<file path="config.mk">
export PLATFORM = sky130hd
export DESIGN_NAME = spi_slave_core
export DESIGN_NICKNAME = d
export VERILOG_FILES = /design/src/rtl/spi_slave_core.sv
export SDC_FILE = /design/constraint.sdc
export NUM_CORES = 1
export LEC_CHECK = 0
export CAP_MARGIN = 25
export CORE_UTILIZATION = 53
export CTS_CLUSTER_SIZE = 24
export DETAILED_ROUTE_END_ITERATION = 8
export HOLD_SLACK_MARGIN = 0.15
export PLACE_DENSITY = 0.78
export SYNTH_ARGS = -nofsm -noshare
export SYNTH_HDL_FRONTEND = slang
export SYNTH_SLANG_ARGS = --single-unit
</file>
<file path="constraint.sdc">
create_clock -name clk -period 2.21 [get_ports clk]
set_clock_uncertainty 0.15 [all_clocks]
set_input_delay 0.442 -clock clk [delete_from_list [all_inputs] [get_ports clk]]
set_output_delay 0.442 -clock clk [all_outputs]
set_load 0.05 [all_outputs]
</file>
<file path="src/rtl/spi_slave_core.sv">
// SPI slave core: oversamples ss/sck/mosi in the clk domain, deserializes
// mosi into DW-bit words and serializes a host-queued word onto miso.
module spi_slave_core #(
  parameter int unsigned DW        = 8,
  parameter logic        CPOL      = 1'b0,
  parameter logic        CPHA      = 1'b0,
  parameter logic        MSB_FIRST = 1'b1,
  parameter logic [31:0] IDLE_WORD = 32'hFF
) (
  input  logic          clk,
  input  logic          rst,
  input  logic          ss,
  input  logic          sck,
  input  logic          mosi,
  output logic          miso,
  input  logic [DW-1:0] tx_data,
  input  logic          tx_valid,
  output logic          tx_ready,
  output logic [DW-1:0] rx_data,
  output logic          rx_valid,
  output logic          busy,
  output logic          underrun,
  output logic          overrun
);

  localparam int unsigned CW = (DW > 1) ? $clog2(DW) : 1;
  localparam logic [CW-1:0] LAST_BIT = CW'(DW - 1);

  typedef enum logic {IDLE = 1'b0, ACTIVE = 1'b1} state_t;

  state_t        state, state_next;
  logic [1:0]    ss_sync, sck_sync, mosi_sync;
  logic          ss_prev, sck_prev;
  logic          ss_q, sck_q, mosi_q;
  logic          ss_fall_c, ss_rise_c, sck_edge_c, lead_c, trail_c;
  logic          sample_edge_c, shift_edge_c;
  logic          sample_c, shift_c, complete_c, load_c, start_c, abort_c;
  logic [CW-1:0] cnt;
  logic [DW-1:0] rx_sr, rx_next_c;
  logic [DW-1:0] tx_sr, tx_shift_c, load_word_c;
  logic [DW-1:0] hold_data;
  logic          reload_pending, hold_first;

  assign ss_q   = ss_sync[1];
  assign sck_q  = sck_sync[1];
  assign mosi_q = mosi_sync[1];

  // miso carries the current tx bit only while the frame is active
  assign miso = busy & (MSB_FIRST ? tx_sr[DW-1] : tx_sr[0]);

  // Two-flop synchronizers plus previous-value registers for edge detection
  always_ff @(posedge clk or negedge rst) begin
    if (!rst) begin
      ss_sync   <= '0;
      sck_sync  <= '0;
      mosi_sync <= '0;
      ss_prev   <= 1'b0;
      sck_prev  <= 1'b0;
    end else begin
      ss_sync   <= {ss_sync[0], ss};
      sck_sync  <= {sck_sync[0], sck};
      mosi_sync <= {mosi_sync[0], mosi};
      ss_prev   <= ss_q;
      sck_prev  <= sck_q;
    end
  end

  // State register
  always_ff @(posedge clk or negedge rst) begin
    if (!rst) state <= IDLE;
    else      state <= state_next;
  end

  // Edge decode, next state and per-cycle datapath controls
  always_comb begin
    state_next    = state;
    start_c       = 1'b0;
    abort_c       = 1'b0;
    sample_c      = 1'b0;
    shift_c       = 1'b0;
    complete_c    = 1'b0;
    load_c        = 1'b0;
    ss_fall_c     = ss_prev & ~ss_q;
    ss_rise_c     = ~ss_prev & ss_q;
    sck_edge_c    = sck_q ^ sck_prev;
    lead_c        = sck_edge_c & (sck_q != CPOL);
    trail_c       = sck_edge_c & (sck_q == CPOL);
    sample_edge_c = CPHA ? trail_c : lead_c;
    shift_edge_c  = CPHA ? lead_c : trail_c;
    rx_next_c     = MSB_FIRST ? {rx_sr[DW-2:0], mosi_q} : {mosi_q, rx_sr[DW-1:1]};
    tx_shift_c    = MSB_FIRST ? {tx_sr[DW-2:0], 1'b0} : {1'b0, tx_sr[DW-1:1]};
    load_word_c   = tx_ready ? DW'(IDLE_WORD) : hold_data;
    case (state)
      IDLE: begin
        if (ss_fall_c) begin
          state_next = ACTIVE;
          start_c    = 1'b1;
          load_c     = 1'b1;
        end
      end
      ACTIVE: begin
        if (ss_rise_c) begin
          state_next = IDLE;
          abort_c    = 1'b1;
        end else begin
          sample_c   = sample_edge_c;
          shift_c    = shift_edge_c;
          complete_c = sample_edge_c && (cnt == LAST_BIT);
          load_c     = shift_edge_c && reload_pending;
        end
      end
      default: state_next = IDLE;
    endcase
  end

  // Shift registers, bit counter and status pulses
  always_ff @(posedge clk or negedge rst) begin
    if (!rst) begin
      cnt            <= '0;
      rx_sr          <= '0;
      rx_data        <= '0;
      rx_valid       <= 1'b0;
      overrun        <= 1'b0;
      underrun       <= 1'b0;
      busy           <= 1'b0;
      tx_sr          <= '0;
      reload_pending <= 1'b0;
      hold_first     <= 1'b0;
    end else begin
      rx_valid <= complete_c;
      overrun  <= complete_c & rx_valid;
      underrun <= load_c & tx_ready;
      busy     <= (state_next == ACTIVE);
      if (start_c) begin
        cnt            <= '0;
        reload_pending <= 1'b0;
        hold_first     <= CPHA;
      end
      if (abort_c) begin
        cnt            <= '0;
        reload_pending <= 1'b0;
        hold_first     <= 1'b0;
      end
      if (sample_c) begin
        rx_sr <= rx_next_c;
        if (complete_c) begin
          rx_data        <= rx_next_c;
          cnt            <= '0;
          reload_pending <= 1'b1;
        end else begin
          cnt <= cnt + 1'b1;
        end
      end
      if (load_c) tx_sr <= load_word_c;
      // CPHA=1 presents the first bit on the first leading edge, so that edge holds
      if (shift_c) begin
        if (reload_pending)  reload_pending <= 1'b0;
        else if (hold_first) hold_first     <= 1'b0;
        else                 tx_sr          <= tx_shift_c;
      end
    end
  end

  // Tx holding register; a load frees it unless a handshake refills it
  always_ff @(posedge clk or negedge rst) begin
    if (!rst) begin
      hold_data <= '0;
      tx_ready  <= 1'b1;
    end else if (tx_valid && tx_ready) begin
      hold_data <= tx_data;
      tx_ready  <= 1'b0;
    end else if (load_c && !tx_ready) begin
      tx_ready  <= 1'b1;
    end
  end

endmodule

</file>
==> summary.md, run 1 <==
| Metric | Value |
|---|---|
| Vias | `1262` |
| Pre-CTS setup slack | `378 ps` |
| Core Area | `0.00347 mm2` |
| Worst supply voltage drop on vdd | `0.584 mV` |
| Vias in the first global route | `1269` |
| Data required time at the worst endpoint | `1620 ps` |
| Initial cell density of the core | `57.4%` |
| Largest driver fanout on the critical path | `2` |
| Largest area contributor in the netlist | `dfrtp_1` |
| Total negative setup slack | `0 ps` |
| Series of cell instances along the critical path | `clkdlybuf4s50_1` |
| Wire length per cell | `14.3 um` |
| ANT nets after route | `0` |
| Number of library cell types mapped by synthesis | `32` |
| Fmax | `487 MHz` |
| Slowest cell on the critical path | `clkdlybuf4s50_1` |
| Post-route setup slack | `157 ps` |
| Violation count after the first detailed-routing iteration | `62` |
| I/O pin cnt | `28` |
| Transition time at the pin with the least slew margin | `580 ps` |
| Final Hold Viols | `0` |
| H-tree depth | `2` |
| Type of the setup path with the least slack | `flip-flop to output port` |
| Worst path bufs/invs | `1` |
| Die span in y | `63.3 um` |
| Cell class contributing the biggest share of worst-path delay | `buffers and inverters` |
| Count of cells resized by post-cts repair | `0` |
| Synthesized instance count | `159` |
| Post-Synth Simple-Gate Area | `16.3%` |
| Number of port buffers | `27` |
| Syn nets | `175` |
| Maximum cell stage delay along the critical path | `810 ps` |
| Ranking of synthesized cells by area | `dfrtp_1 60%, mux2_2 9.1%, nand2_1 5.8%, nor3_1 2.5%, nor2_1 1.9%` |
| Sequential area share after synthesis | `61.7%` |
| P_leak | `1.12 nW` |
| Wire length of the first global-routing pass | `5.88 mm` |
| Number of optimization iterations in the first detailed-route pass | `4` |
| Area of the die | `0.00400 mm2` |
| Number of inserted diodes | `0` |
| CTS buffer count | `5` |
| Number of clock sinks seen by CTS | `49` |
| Final instance area | `0.00236 mm2` |
| Share of the synthesized area in compound gates (AO/OA/AOI/OAI) | `8.05%` |
| Final Wtd Congestion | `0.805` |
| Parity-gate share of the synthesized area counting xor and xnor cells | `0%` |
| Maximum number of pins on one net before global-route repair | `50` |
| FF+latch area | `0.00123 mm2` |
| Aggregate global-route resource usage | `19.5%` |
| Crit path time final | `2050 ps` |
| Clk Latency, worst-skew pair | `290 ps` |
| Final clock period utilization by the worst path | `92.9%` |
| Total standard cell area after synthesis | `0.00199 mm2` |
| Worst slew margin relative to its limit | `61.3%` |
| Number of storage elements in the synthesis netlist | `49` |
| Area added between synthesis and finish | `18.8%` |
| Number of nets in the layout | `204` |
| Hold crit path type | `flip-flop to flip-flop` |
| Fill cell total of the finished layout | `260` |
| Arrival time reported for the critical path endpoint | `1460 ps` |
| Final setup vio count | `0` |
| Portion of netlist area occupied by mux cells | `9.05%` |
| Detailed-route vias per instance | `5.39` |
| Worst-case clock buffer depth | `2` |
| Estimated wirelength of the detail-placed design | `2.28 mm` |
| Nature of the critical path startpoint | `flip-flop` |
| Result of the run | `complete, no violations` |
| Antenna violations before repair | `0` |
| RSZ-0062 raised after global routing | `false` |
| Number of maximum-capacitance constraint violations | `0` |
| Share of Yosys cell area claimed by the top area cell type | `60.3%` |
| Area occupied by multi-input gates | `691 um2` |
| EDFF count, synth | `0` |
| Number of placement rows | `21` |
| Synth async-reset ratio | `100%` |
| Total power per unit cell area | `933 mW/mm2` |
| Share of layout cells above drive strength 1 | `19.1%` |
| Remaining global-route overflow | `0` |
| Post-Synthesis Mean Instance Area | `12.5 um2` |
| Post-route DRC | `0` |
| Post-synthesis adder-cell area fraction | `1.26%` |
| Post-DP Area | `0.00227 mm2` |
| Clock tree root driver cell | `clkbuf_8` |
| Type of destination of the critical path | `output port` |
| Leading register cell type out of synthesis | `dfrtp_1` |
| Main combinational cell family by area after synthesis | `simple AND/OR/NAND/NOR gates` |
| Final Max Slew Viols | `0` |
| Final wirelength | `3.35 mm` |
| TritonCTS clock tree | `built` |
| Clock slew at reported path FFs | `80 ps` |
| Die width | `63.3 um` |
| Count of warnings emitted by yosys | `0` |
==> layout make-up <==
cell class | count | area share (%)
clock buffer | 7 | 3.65
inverter | 4 | 0.635
multi-input combinational | 99 | 29.2
sequential | 49 | 51.9
tap | 46 | 2.43
timing repair buffer | 29 | 12.2
==> state kept, by name, indices dropped and copies added, names as in the netlist, 2 cells and up <==
| register | cells |
|---|---|
| rx_data | 8 |
| cnt | 3 |
| ss_sync | 2 |
| mosi_sync | 2 |
| hold_data | 8 |
| tx_sr | 8 |
| sck_sync | 2 |
| rx_sr | 7 |
==> repair_timing <==
item / in CTS / in global routing
endpoints found under the hold margin: 48 / 0
buffers inserted: 0 / 0
hold buffers: 1 / 0
==> per-stage QoR <==
stage,hold WS [ps],utilization [%],power (mW),instances
2_1_floorplan,-3.59,-,1.55,159
3_3_place_gp,187,65.4,1.67,226
3_5_place_dp,189,65.4,1.71,226
4_1_cts,207,68.2,2.23,234
5_1_grt,205,68.2,2.33,234
6_report,204,68.2,2.21,234
==> path summary, 6_finish.rpt <==
kind / cells past startpoint / slack, ps / to / start
setup / recovery: 1 / 160 / rx_valid / rx_valid
hold / removal: 0 / 200 / mosi_sync[1] / mosi_sync[0]
setup reg to reg: 4 / 370 / tx_sr[5] / busy
hold reg to reg: 0 / 200 / mosi_sync[1] / mosi_sync[0]
max in group asynchronous: 3 / 900 / hold_data[7] / rst
min in group asynchronous: 3 / 610 / ss_sync[0] / rst
==> layer usage <==
metal,routed length [um],GRT usage (%),vias to the layer above
met5,0,0,-
met3,119,5.98,10
met4,73,7.39,0
li1,-,-,598
met1,1460,25.0,627
met2,1700,31.0,27
==> power breakdown <==
| group | switching (mW) | internal, mW | leakage [nW] |
|---|---|---|---|
| logic | 0.224 | 0.220 | 0.457 |
| clock network | 0.261 | 0.248 | 0.0443 |
| registers | 0.150 | 1.10 | 0.618 |
==> kinds of logic (layout without fill, tap and decap cells) <==
| group | after synthesis | after routing |
|---|---|---|
| AO/OA/AOI/OAI | 17 | 17 |
| adder cells (fa/ha/maj) | 2 | 2 |
| buffers and inverters | 11 | 40 |
| flip-flops | 49 | 49 |
| multiplexers | 16 | 16 |
| AND/OR/NAND/NOR | 64 | 64 |
==> synthesized netlist by cell type, types with 3 or more instances <==
library cell and number:
nor3_1 10, o31ai_1 5, nand2_1 31, nor2_1 10
inv_1 4, buf_6 3, and2_1 3, mux2_2 16
dfrtp_1 48
==> cell usage in the layout (no fill, tap or decap), types with 2 or more instances in the layout <==
cell type / count
nor2_1: 10
dfrtp_1: 48
clkbuf_8: 6
clkdlybuf4s50_1: 23
and2b_1: 2
buf_4: 3
nand2_1: 31
a32o_1: 2
o31ai_1: 5
o31ai_2: 2
nor3_1: 10
inv_1: 4
a21oi_1: 2
and2_1: 3
mux2_2: 16
ha_1: 2
(Power assumes the default switching activity.)
==> inputs of run 2 (changes only) <==
--- a/config.mk
+++ b/config.mk
@@ -9,8 +9,10 @@
 export CORE_UTILIZATION = 53
 export CTS_CLUSTER_SIZE = 24
 export DETAILED_ROUTE_END_ITERATION = 8
+export GPL_TIMING_DRIVEN = 1
 export HOLD_SLACK_MARGIN = 0.15
 export PLACE_DENSITY = 0.78
+export SKIP_CTS_REPAIR_TIMING = 1
 export SYNTH_ARGS = -nofsm -noshare
 export SYNTH_HDL_FRONTEND = slang
 export SYNTH_SLANG_ARGS = --single-unit
==> results of run 2 <==
No change in the layout: final DEF, timing and power equal those of run 1.
Among the figures that moved: wire length of the first global-routing pass 5880 um -> 5870 um; via count of the first global-routing pass 1269 -> 1263; overall routing resource usage 19.5% -> 19.4%; met2 usage 31.0% -> 30.9%
